$ cat src/rtl/dmem_arbiter.sv
// Data-memory arbiter: EX-stage load/store port vs. external port.
// Pipe has priority; starvation counter forces ext grants; dual ld+st splits.
module dmem_arbiter #(
  parameter int DMEM_ADDR_WIDTH  = 12,
  parameter int DMEM_WORD_WIDTH  = 16,
  parameter int STARVE_LIMIT     = 4,
  parameter int STARVE_CNT_WIDTH = 3
) (
  input  logic                       clock,
  input  logic                       reset,
  input  logic                       in_pipe_rd_en,
  input  logic [DMEM_ADDR_WIDTH-1:0] in_pipe_rd_addr,
  input  logic                       in_pipe_wr_en,
  input  logic [DMEM_ADDR_WIDTH-1:0] in_pipe_wr_addr,
  input  logic [DMEM_WORD_WIDTH-1:0] in_pipe_wr_word,
  output logic                       out_pipe_stall,
  output logic [DMEM_WORD_WIDTH-1:0] out_pipe_rd_word,
  input  logic                       in_ext_valid,
  input  logic                       in_ext_we,
  input  logic [DMEM_ADDR_WIDTH-1:0] in_ext_addr,
  input  logic [DMEM_WORD_WIDTH-1:0] in_ext_wdata,
  output logic                       out_ext_ready,
  output logic                       out_ext_rvalid,
  output logic [DMEM_WORD_WIDTH-1:0] out_ext_rdata,
  output logic                       out_mem_en,
  output logic                       out_mem_we,
  output logic [DMEM_ADDR_WIDTH-1:0] out_mem_addr,
  output logic [DMEM_WORD_WIDTH-1:0] out_mem_wdata,
  input  logic [DMEM_WORD_WIDTH-1:0] in_mem_rdata
);

  typedef enum logic {
    ARB_PIPE,
    PIPE_WR
  } state_t;

  localparam logic [STARVE_CNT_WIDTH-1:0] LIMIT =
    STARVE_CNT_WIDTH'(STARVE_LIMIT);

  state_t state, state_nxt;
  logic [STARVE_CNT_WIDTH-1:0] starve_cnt, starve_nxt;
  logic                        tag_pipe;
  logic                        rvalid_q;
  logic [DMEM_WORD_WIDTH-1:0]  held_word;

  logic pipe_req, ext_req;
  logic grant_ext, grant_pipe;
  logic pipe_rd_grant, ext_rd_grant;

  assign pipe_req = in_pipe_rd_en | in_pipe_wr_en;
  assign ext_req  = in_ext_valid;

  always_comb begin
    state_nxt      = state;
    grant_ext      = 1'b0;
    grant_pipe     = 1'b0;
    out_mem_en     = 1'b0;
    out_mem_we     = 1'b0;
    out_mem_addr   = '0;
    out_mem_wdata  = '0;
    out_pipe_stall = 1'b0;
    out_ext_ready  = 1'b0;
    unique case (state)
      ARB_PIPE: begin
        if (ext_req && (!pipe_req || starve_cnt == LIMIT)) begin
          grant_ext      = 1'b1;
          out_ext_ready  = 1'b1;
          out_mem_en     = 1'b1;
          out_mem_we     = in_ext_we;
          out_mem_addr   = in_ext_addr;
          out_mem_wdata  = in_ext_wdata;
          out_pipe_stall = pipe_req;
        end else if (pipe_req) begin
          grant_pipe = 1'b1;
          out_mem_en = 1'b1;
          if (in_pipe_rd_en) begin
            out_mem_addr = in_pipe_rd_addr;
            // Load goes first; the store follows next cycle.
            if (in_pipe_wr_en) begin
              out_pipe_stall = 1'b1;
              state_nxt      = PIPE_WR;
            end
          end else begin
            out_mem_we    = 1'b1;
            out_mem_addr  = in_pipe_wr_addr;
            out_mem_wdata = in_pipe_wr_word;
          end
        end
      end
      PIPE_WR: begin
        grant_pipe    = 1'b1;
        out_mem_en    = 1'b1;
        out_mem_we    = 1'b1;
        out_mem_addr  = in_pipe_wr_addr;
        out_mem_wdata = in_pipe_wr_word;
        state_nxt     = ARB_PIPE;
      end
    endcase
    if (reset) begin
      out_mem_en     = 1'b0;
      out_mem_we     = 1'b0;
      out_mem_addr   = '0;
      out_mem_wdata  = '0;
      out_pipe_stall = 1'b0;
      out_ext_ready  = 1'b0;
    end
  end

  always_comb begin
    starve_nxt = starve_cnt;
    if (!ext_req || out_ext_ready)
      starve_nxt = '0;
    else if (starve_cnt != LIMIT)
      starve_nxt = starve_cnt + 1'b1;
  end

  assign pipe_rd_grant = grant_pipe & out_mem_en & ~out_mem_we;
  assign ext_rd_grant  = grant_ext & out_mem_en & ~out_mem_we;

  always_ff @(posedge clock or posedge reset) begin
    if (reset) begin
      state      <= ARB_PIPE;
      starve_cnt <= '0;
      tag_pipe   <= 1'b0;
      rvalid_q   <= 1'b0;
      held_word  <= '0;
    end else begin
      state      <= state_nxt;
      starve_cnt <= starve_nxt;
      tag_pipe   <= pipe_rd_grant;
      rvalid_q   <= ext_rd_grant;
      if (tag_pipe)
        held_word <= in_mem_rdata;
    end
  end

  // Pipe sees live memory data only right after its own read.
  always_comb begin
    out_pipe_rd_word = held_word;
    out_ext_rvalid   = rvalid_q;
    out_ext_rdata    = '0;
    if (tag_pipe)
      out_pipe_rd_word = in_mem_rdata;
    if (rvalid_q)
      out_ext_rdata = in_mem_rdata;
    if (reset) begin
      out_pipe_rd_word = '0;
      out_ext_rvalid   = 1'b0;
      out_ext_rdata    = '0;
    end
  end

endmodule

$ cat config.mk
export PLATFORM = sky130hd
export DESIGN_NAME = dmem_arbiter
export DESIGN_NICKNAME = d
export VERILOG_FILES = /design/src/rtl/dmem_arbiter.sv
export SDC_FILE = /design/constraint.sdc
export NUM_CORES = 1
export LEC_CHECK = 0
export ABC_CLOCK_PERIOD_IN_PS = 2400
export BUFFER_PORTS_ARGS = -buffer_cell sky130_fd_sc_hd__buf_2
export CAP_MARGIN = 20
export CORE_MARGIN = 4
export CORE_UTILIZATION = 30
export CTS_CLUSTER_DIAMETER = 40
export DETAILED_ROUTE_END_ITERATION = 8
export GPL_TIMING_DRIVEN = 0
export PLACE_DENSITY = 0.68
export SETUP_SLACK_MARGIN = 0.5
export SLEW_MARGIN = 5
export SYNTH_ARGS = -nofsm -noshare
export SYNTH_HDL_FRONTEND = slang
export SYNTH_SLANG_ARGS = --single-unit
$ cat constraint.sdc
create_clock -name clock -period 2.4 [get_ports clock]
set_input_delay 0.24 -clock clock [delete_from_list [all_inputs] [get_ports clock]]
set_output_delay 0.24 -clock clock [all_outputs]
set_load 0.02 [all_outputs]
==> impl_metrics.toml, run 1 <==
[grt]
grt_use_total_pct = 15.5
grt_pass1_vias = 1922
use_met2_pct = 28.8
antenna_found_initial = 0
grt_max_degree = 32
use_met3_pct = 3.07
use_met1_pct = 17.6
top_usage_layer = "met2"
overflow = 0
grt_pass1_wl_um = 8320

[setup_path]
r2r_end = "state"
required_ps = 2160
critical_path_arrival_ps = 1950
r2r-start = "starve_cnt[0]"
r2r_cells = 8
critPathKind = "reg -> out"
critPathLaunchType = "flip-flop"
rrSetupSlack_ps = 850
crit_path_end_kind = "primary output"
critPathMaxFanout = 5

[clocking]
cts_max_level = 1
clock_latency_ps = 260
cts_sinks = 22
hold_buffers = 0
cts_buffers = 3
cts_tree = "done"
clockBufferDepth = 2
clkSlewWorstSetupHoldPaths_ps = 80
root_buffer = "clkbuf_8"

[floorplanning]
initial_core_util_pct = 31.5
die-area_um2 = 6710
ios = 155
rows = 26
core_area_um2 = 5200
chipWidth_um = 81.9
chipHeight_um = 81.9

[placed_design]
gp_congestion = 0.754
dp_hpwl_um = 4280
place_area_um2 = 2520
port_buffers = 152

[finish]
area_growth_pct = 84.0
fillers = 454
drive_gt1_share_pct = 66.3
antenna_cells = 0
nets = 428
final_area_um2 = 3010

[power]
peakVddDrop_v = 0.000355
p_leak_uw = 0.00160
power.density_nw_per_um2 = 462
p_total_uw = 1390

[outcome]
status = "complete, no violations"

[route]
drt-initial-drc-count = 125
num_vias = 1928
via_per_inst = 4.76
drt_pass1_iterations = 4
drc = 0
postRouteAntennaNets = 0
drt-total-wl_um = 5680
wire_per_inst_um = 14.0

[min_path]
hold_path_depth = 2
hold_end = "rvalid_q"
hold_path_class = "in -> reg"
holdCritStartpoint = "in_ext_we"

[timing]
max_freq_mhz = 457
relSlewSlack_pct = 76.5
finalMaxSlewViolations = 0
finClkSkew_ps = 8.39
tightest_slew_ps = 353
fin_crit_ps = 2190
finalHoldViolCount = 0
setup_viol = 0
fin_crit_sh_pct = 91.1
setup_tns_ps = 0
rsz0062_at_grt = "true"

[logic_synthesis]
syn_inst = 164
ys_seq_elements = 22
synth_area_per_cell_um2 = 9.99
synth_warnings = 0
yosysUniqueCellTypes = 33
synth_fp_nets = 256
syn_area_um2 = 1640
ys_seq_area_share_pct = 33.6

[run]
drv_cap = 0
## how the worst max path moves through the flow
stage	startpoint	endpoint	slack, ps
floorplan	starve_cnt[0]	out_mem_addr[9]	440
global placement	starve_cnt[0]	out_mem_wdata[5]	130
detailed placement	starve_cnt[0]	out_mem_wdata[5]	130
CTS	starve_cnt[0]	out_mem_addr[9]	160
global route	starve_cnt[1]	out_mem_addr[6]	140
finish	starve_cnt[1]	out_mem_addr[6]	210
## cell usage in the layout (no fill, tap or decap), types with 6 or more instances in the layout
| master | n |
|---|---|
| mux2_2 | 16 |
| buf_6 | 33 |
| nor3b_2 | 6 |
| and2_1 | 32 |
| buf_8 | 6 |
| dfrtp_1 | 21 |
| buf_4 | 18 |
| nor3b_1 | 8 |
| a221o_1 | 8 |
| a22o_1 | 13 |
| buf_2 | 122 |
| nor2_1 | 6 |
## metrics by stage
stage	std cells	worst slack, ps	hold slack [ps]	utilization (%)
after global routing	405	135	128	57.9
after global placement	386	132	409	48.4
after CTS	402	158	121	55.2
final	405	213	128	57.9
after floorplan	164	440	306	-
after detailed placement	386	128	412	48.4
## cell type report
| cell class | instances | area [um^2] | share of cell area, % |
|---|---|---|---|
| plain buffers | 16 | 165 | 5.48 |
| clock buffers | 3 | 41.3 | 1.37 |
| clock inverters | 1 | 30.0 | 0.997 |
| inverters | 4 | 15.0 | 0.498 |
| multi-input cells | 122 | 1050 | 35.0 |
| flip-flops and latches | 22 | 552 | 18.3 |
| well taps | 70 | 87.6 | 2.91 |
| repair buffers | 167 | 1070 | 35.4 |
## synthesized netlist by cell type (all sizes together)
| cell type | number | area share [%] |
|---|---|---|
| and2 | 32 | 12 |
| dfrtp | 22 | 34 |
| a22o | 16 | 8.6 |
| mux2 | 16 | 11 |
| nor3b | 14 | 6.4 |
| a221o | 11 | 7.0 |
| buf | 10 | 4.4 |
| clkbuf | 6 | 1.4 |
| nor2 | 6 | 1.4 |
| inv | 4 | 0.92 |
| nand2 | 3 | 0.69 |
| and3 | 2 | 0.76 |
| ha | 2 | 1.5 |
| nor2b | 2 | 0.76 |
| nor4b | 2 | 1.1 |
| o21ai | 2 | 0.61 |
| a211o | 1 | 0.53 |
| a21oi | 1 | 0.31 |
| mux2i | 1 | 0.61 |
| nand2b | 1 | 0.38 |
| nand3 | 1 | 0.31 |
| nand3b | 1 | 0.46 |
| nor3 | 1 | 0.31 |
| nor4 | 1 | 0.38 |
| o2bb2ai | 1 | 0.53 |
| o31a | 1 | 0.53 |
| o41ai | 1 | 1.7 |
| or3b | 1 | 0.53 |
| or4bb | 1 | 0.69 |
| xnor2 | 1 | 0.53 |
## power by group
part	internal [uW]	switching [uW]	total (uW)
clock	223	117	340
sequential	431	18.7	450
combinational	319	284	603
total	973	420	1390
## critical path, cell delays in order (launching register included)
cell and delay [ps]:
dfrtp_1 390, inv_2 70, ha_4 130, and3_4 170, buf_8 100, o41ai_4 60, buf_6 150, buf_6 120
a221o_2 360, buf_6 130
## metal layers
metal  up-vias  share of wire, %  wire [um]
li1        942                 -          -
met2       100                53       3040
met4         0               1.2         71
met5         -                 0          0
met1       880                37       2130
met3         6               7.9        449
## cell families after synthesis
| group | share of synthesized area [%] |
|---|---|
| AOI/OAI and AO/OA | 19.7 |
| xor gates and xnor gates | 0.535 |
| adders and majority gates | 1.53 |
| buffers and inverters | 6.65 |
| DFF | 33.6 |
| muxes | 11.6 |
| and+or+nand+nor | 26.4 |
## registers in the layout, summed over array words and instances, names as in the netlist
| name | cells |
|---|---|
| held_word | 16 |
| rvalid_q | 1 |
| starve_cnt | 3 |
| state | 1 |
| tag_pipe | 1 |
## timing repair
action | CTS | global route
pin swaps | 8 | 6
cloned | 1 | 1
setup endpoints to repair | 41 | 51
resized for setup | 66 | 40
setup buffers | 11 | 2
No activity file was read; power rests on OpenSTA's default activity.
==> inputs of run 2 (changes only) <==
--- a/config.mk
+++ b/config.mk
@@ -8,6 +8,7 @@
 export ABC_CLOCK_PERIOD_IN_PS = 2400
 export BUFFER_PORTS_ARGS = -buffer_cell sky130_fd_sc_hd__buf_2
 export CAP_MARGIN = 20
+export CORE_ASPECT_RATIO = 1.75
 export CORE_MARGIN = 4
 export CORE_UTILIZATION = 30
 export CTS_CLUSTER_DIAMETER = 40
==> impl_metrics.toml, run 2 (synthesis results as in run 1) <==
[setup_path]
worstPathCellList = "inv_2 > ha_4 > and3_4 > buf_8 > o41ai_4 > buf_6 > buf_6 > a221o_2 > buf_6"
critPathKind = "reg -> out"
cp_slowest_cell = "dfrtp_1"
critical_path_arrival_ps = 1970
critPathLaunchType = "flip-flop"
crit_path_end_kind = "primary output"
required_ps = 2160
critPathMaxFanout = 5
critPathMostFrequentCell = "buf_6"
slowest_delay_ps = 400

[finish]
reg_top3 = "held_word: 16 flops, starve_cnt: 3 flops"
regMostFlops = "held_word"
nets = 432
drive_gt1_share_pct = 67.8
fillers = 485
final_common_cell = "buf_2"
layout_common_cells = "122 x buf_2, 42 x buf_6, 32 x and2_1"
area_growth_pct = 87.0
largest_reg_flops = 16
antenna_cells = 0

[grt]
overflow = 0
grt_pass1_vias = 2129
grt_max_degree = 32
grt_use_total_pct = 17.2
grt_pass1_wl_um = 9320
antenna_found_initial = 0

[floorplanning]
chipHeight_um = 106
chipWidth_um = 63.9
die-area_um2 = 6750
rows = 35
ios = 155
core_area_um2 = 5300
initial_core_util_pct = 30.9

[placed_design]
port_buffers = 152
place_ws_ps = 123
dp_hpwl_um = 4610
gp_congestion = 0.765

[clocking]
cts_sinks = 22
hold_buffers = 0
root_buffer = "clkbuf_8"
cts_max_level = 1
clock_latency_ps = 250
clkSlewWorstSetupHoldPaths_ps = 80
cts_tree = "done"
clockBufferDepth = 2
cts_buffers = 3

[timing]
setup_tns_ps = 0
hold_ws_ps = 155
fin_ws_ps = 188
fin_crit_sh_pct = 92.2
finalMaxSlewViolations = 0
rsz0062_at_grt = "true"
setup_viol = 0
tightest_slew_ps = 365
finalHoldViolCount = 0
relSlewSlack_pct = 75.7
finClkSkew_ps = 1.95
fin_crit_ps = 2210
max_freq_mhz = 452

[power]
p_switching_uw = 420
combPwrFrac_pct = 46.1
clockPowerShare_pct = 19.8
peakVddDrop_v = 0.000201
power.density_nw_per_um2 = 429
swShare_pct = 31.9
pwr-share-seq_pct = 34.1
p_leak_uw = 0.00162
intPower_uw = 895

[route]
wire_per_inst_um = 14.5
drt_pass1_iterations = 3
drc = 0
drt-initial-drc-count = 47
num_vias = 1984
postRouteAntennaNets = 0
drt-total-wl_um = 5970
via_per_inst = 4.80

[min_path]
hold_path_class = "in -> reg"

[run]
drv_cap = 0

[outcome]
status = "complete, no violations"
## run 2: worst paths after layout
path,cells past startpoint,from,to,slack (ps)
worst max-delay path,9,starve_cnt[0],out_mem_addr[7],190
worst min register to register,1,held_word[6],held_word[6],500
worst max register to register,9,starve_cnt[0],state,690
min in group asynchronous,3,reset,starve_cnt[2],340
max in group asynchronous,3,reset,state,1780
worst min-delay path,2,in_ext_we,rvalid_q,160
## run 2: area by class of cell
type / count / area, um^2 / share of cell area, %
inverters: 4 / 15.0 / 0.490
well taps: 74 / 92.6 / 3.02
multi-input cells: 122 / 1080 / 35.3
repair buffers: 171 / 1120 / 36.7
plain buffers: 16 / 145 / 4.74
flip-flops and latches: 22 / 552 / 18.0
clock buffers: 4 / 55.1 / 1.80
## run 2: metal layers
metal  GRT usage, %  wire (um)  up-vias
li1               -          -      948
met1           16.0       1800      914
met2           34.1       3440      110
met3           3.62        547       12
met4           7.26        187        0
met5              0          0        -
## run 2: power groups by stage
stage	clock (uW)	combinational [uW]	sequential (uW)
floorplan	0	313	453
global placement	0	488	456
detailed placement	0	495	460
CTS	278	596	450
global route	291	656	458
finish	261	606	449
## run 2: through the flow
step / instances / power [uW] / instance area, um^2 / utilization (%)
2_1_floorplan: 164 / 766 / 1670 / -
3_3_place_gp: 390 / 944 / 2530 / 47.7
3_5_place_dp: 390 / 955 / 2530 / 47.7
4_1_cts: 413 / 1320 / 2980 / 56.2
5_1_grt: 413 / 1400 / 3060 / 57.8
6_report: 413 / 1310 / 3060 / 57.8
## run 2: critical path, delay by kind of cell, from the launching register on
family / cells / cell delay [ps]
AO/OA/AOI/OAI: 2 / 400
adder cells (fa/ha/maj): 1 / 150
buffers and inverters: 5 / 600
flip-flops: 1 / 400
AND/OR/NAND/NOR: 1 / 180
## run 2: timing repair
item | in CTS | in global routing
resized for setup | 88 | 25
endpoints found under the setup margin | 50 | 50
cloned | 4 | 0
buffers inserted | 15 | 0
pin swaps | 10 | 6
==> inputs of run 3 (changes only) <==
--- a/config.mk
+++ b/config.mk
@@ -5,6 +5,7 @@
 export SDC_FILE = /design/constraint.sdc
 export NUM_CORES = 1
 export LEC_CHECK = 0
+export ABC_AREA = 1
 export ABC_CLOCK_PERIOD_IN_PS = 2400
 export BUFFER_PORTS_ARGS = -buffer_cell sky130_fd_sc_hd__buf_2
 export CAP_MARGIN = 20
@@ -14,7 +15,6 @@
 export CTS_CLUSTER_DIAMETER = 40
 export DETAILED_ROUTE_END_ITERATION = 8
 export GPL_TIMING_DRIVEN = 0
-export PLACE_DENSITY = 0.68
 export SETUP_SLACK_MARGIN = 0.5
 export SLEW_MARGIN = 5
 export SYNTH_ARGS = -nofsm -noshare
==> impl_metrics.toml, run 3 <==
[finish]
layout_common_cells = "133 x buf_2, 108 x nand2_1, 34 x nor2_1"
drive_gt1_share_pct = 50.0
final_common_cell = "buf_2"
largest_reg_flops = 16
reg_top3 = "held_word: 16 flops, starve_cnt: 3 flops"
area_growth_pct = 73.0
nets = 583
regMostFlops = "held_word"
antenna_cells = 0
final_cells = 570

[floorplanning]
chipWidth_um = 68.5
chipHeight_um = 114
initial_core_util_pct = 30.9
core_area_um2 = 6230
ios = 155
rows = 38
die-area_um2 = 7810

[clocking]
cts_sinks = 22
clock_latency_ps = 260
cts_buffers = 3
clockBufferDepth = 2
cts_tree = "done"
root_buffer = "clkbuf_8"
hold_buffers = 0
clkSlewWorstSetupHoldPaths_ps = 80
cts_max_level = 1

[grt]
grt_max_degree = 32
antenna_found_initial = 0
grt_pass1_vias = 2596
grt_use_total_pct = 18.7
overflow = 0
grt_pass1_wl_um = 11400

[setup_path]
r2r_cells = 12
critPathKind = "reg -> out"
critical_path_arrival_ps = 1790
critPathLaunchType = "flip-flop"
crit_path_end_kind = "primary output"
required_ps = 2160
worstPathCellList = "inv_2 > ha_4 > nand2_4 > o21ai_4 > nand3_4 > buf_4 > nand3_1 > nand2_1 > nand2_1 > nand2_1 > buf_2"
r2r-start = "starve_cnt[1]"
critPathMaxFanout = 5
r2r_end = "rvalid_q"
rrSetupSlack_ps = 710
slowest_delay_ps = 400
critPathMostFrequentCell = "nand2_1"
cp_slowest_cell = "dfrtp_1"

[timing]
fin_crit_ps = 2030
finalHoldViolCount = 0
tightest_slew_ps = 456
setup_tns_ps = 0
setup_viol = 0
finalMaxSlewViolations = 0
finClkSkew_ps = 2.28
fin_crit_sh_pct = 84.6
relSlewSlack_pct = 69.6
max_freq_mhz = 492
rsz0062_at_grt = "true"

[logic_synthesis]
netlist_top_cells_area = "dfrtp_1 29%, nand2_1 25%, nor2_1 6.6%, inv_1 6.4%, a21oi_1 4.9%"
synth_fp_nets = 405
synth_compound_area_share_pct = 13.8
synth_edf_count = 0
yosysTopAreaCell = "dfrtp_1"
synth_top_family_by_area = "simple AND/OR/NAND/NOR gates"
ys_seq_elements = 22
ys_seq_area_share_pct = 28.6
synth-xor-area-share_pct = 0.911
yosysUniqueCellTypes = 29
synth_warnings = 0
syn_area_um2 = 1920
muxShareOfSynthArea_pct = 0
netlist.area_leader.share_pct = 28.6
synth_area_per_cell_um2 = 6.14
synthAdderAreaFrac_pct = 1.30
netlist_top_cells_count = "127 x nand2_1, 34 x nor2_1, 33 x inv_1"
synth-simple-area-share_pct = 42.5
synth_most_common_cell = "nand2_1"
syn_inst = 313
ys_async_sr_fraction_pct = 100
ys.flop_type = "dfrtp_1"

[route]
via_per_inst = 4.62
drt-initial-drc-count = 97
postRouteAntennaNets = 0
drc = 0
num_vias = 2632
drt-total-wl_um = 7560
drt_pass1_iterations = 4
wire_per_inst_um = 13.3

[min_path]
holdCritStartpoint = "in_mem_rdata[8]"
hold_path_depth = 3
hold_path_class = "in -> reg"
hold_end = "held_word[8]"

[power]
peakVddDrop_v = 0.000225
p_leak_uw = 0.00201
power.density_nw_per_um2 = 463

[placed_design]
dp_hpwl_um = 5730
gp_congestion = 0.843
port_buffers = 152
dp.cells = 545

[outcome]
status = "complete, no violations"

[run]
drv_cap = 0
==> run 3: routing by layer <==
| layer | share of wire [%] | global-route usage, % | vias to the layer above |
|---|---|---|---|
| met2 | 56 | 36.4 | 125 |
| met1 | 34 | 18.9 | 1159 |
| met4 | 2.2 | 6.37 | 0 |
| met5 | 0 | 0 | - |
| met3 | 8.4 | 2.86 | 14 |
| li1 | - | - | 1334 |
==> run 3: final cells by class <==
cell class,instances,area (um^2)
plain buffers,18,130
clock buffers,4,55.1
fillers,645,2900
inverters,36,140
multi-input cells,237,1270
flip-flops and latches,22,551
well taps,80,100
repair buffers,173,1080
==> run 3: how the worst max path moves through the flow <==
stage                   from          endpoint  slack (ps)  cells past startpoint
6_report       starve_cnt[1]   out_mem_addr[7]         370                     11
5_1_grt        starve_cnt[1]  out_mem_wdata[5]         260                     10
4_1_cts        starve_cnt[0]   out_mem_addr[6]         360                     11
3_5_place_dp   starve_cnt[0]    out_pipe_stall         470                      8
3_3_place_gp           reset   out_mem_addr[9]         -50                      6
2_1_floorplan          reset   out_mem_addr[1]         500                      5
==> run 3: stage by stage <==
step	setup slack (ps)	power [uW]	cell area, um^2	util, %	hold slack [ps]
floorplan	500	892	1920	-	370
global placement	-46.9	1110	2780	44.7	449
detailed placement	468	1120	2790	44.7	456
CTS	358	1500	3140	50.4	208
global route	262	1650	3330	53.4	214
finish	369	1540	3330	53.4	216
==> run 3: report_power, final <==
| group | total (uW) | switching, uW | leakage, uW | internal (uW) |
|---|---|---|---|---|
| registers | 472 | 28.8 | 0.000276 | 443 |
| clock network | 262 | 116 | 0.0000288 | 146 |
| logic | 806 | 461 | 0.00170 | 345 |
| total | 1540 | 606 | 0.00201 | 934 |
==> run 3: logic make-up after synthesis <==
logic type,after synthesis
AO/OA/AOI/OAI,42
XOR/XNOR,2
adder cells (fa/ha/maj),2
buffers and inverters,54
flip-flops,22
AND/OR/NAND/NOR,191
==> run 3: worst max-delay path, delay by kind of cell, from the launching register on <==
kind,cells,cell delay (ps)
AOI/OAI and AO/OA,1,110
adders and majority gates,1,150
buffers and inverters,3,440
DFF,1,400
and+or+nand+nor,6,440
==> run 3: timing repair <==
| item | CTS | global route |
|---|---|---|
| resized for setup | 62 | 47 |
| endpoints found under the hold margin | 0 | 0 |
| pin swaps | 8 | 7 |
| gates cloned | 1 | 1 |
| buffers inserted | 15 | 4 |
| endpoints found under the setup margin | 52 | 51 |
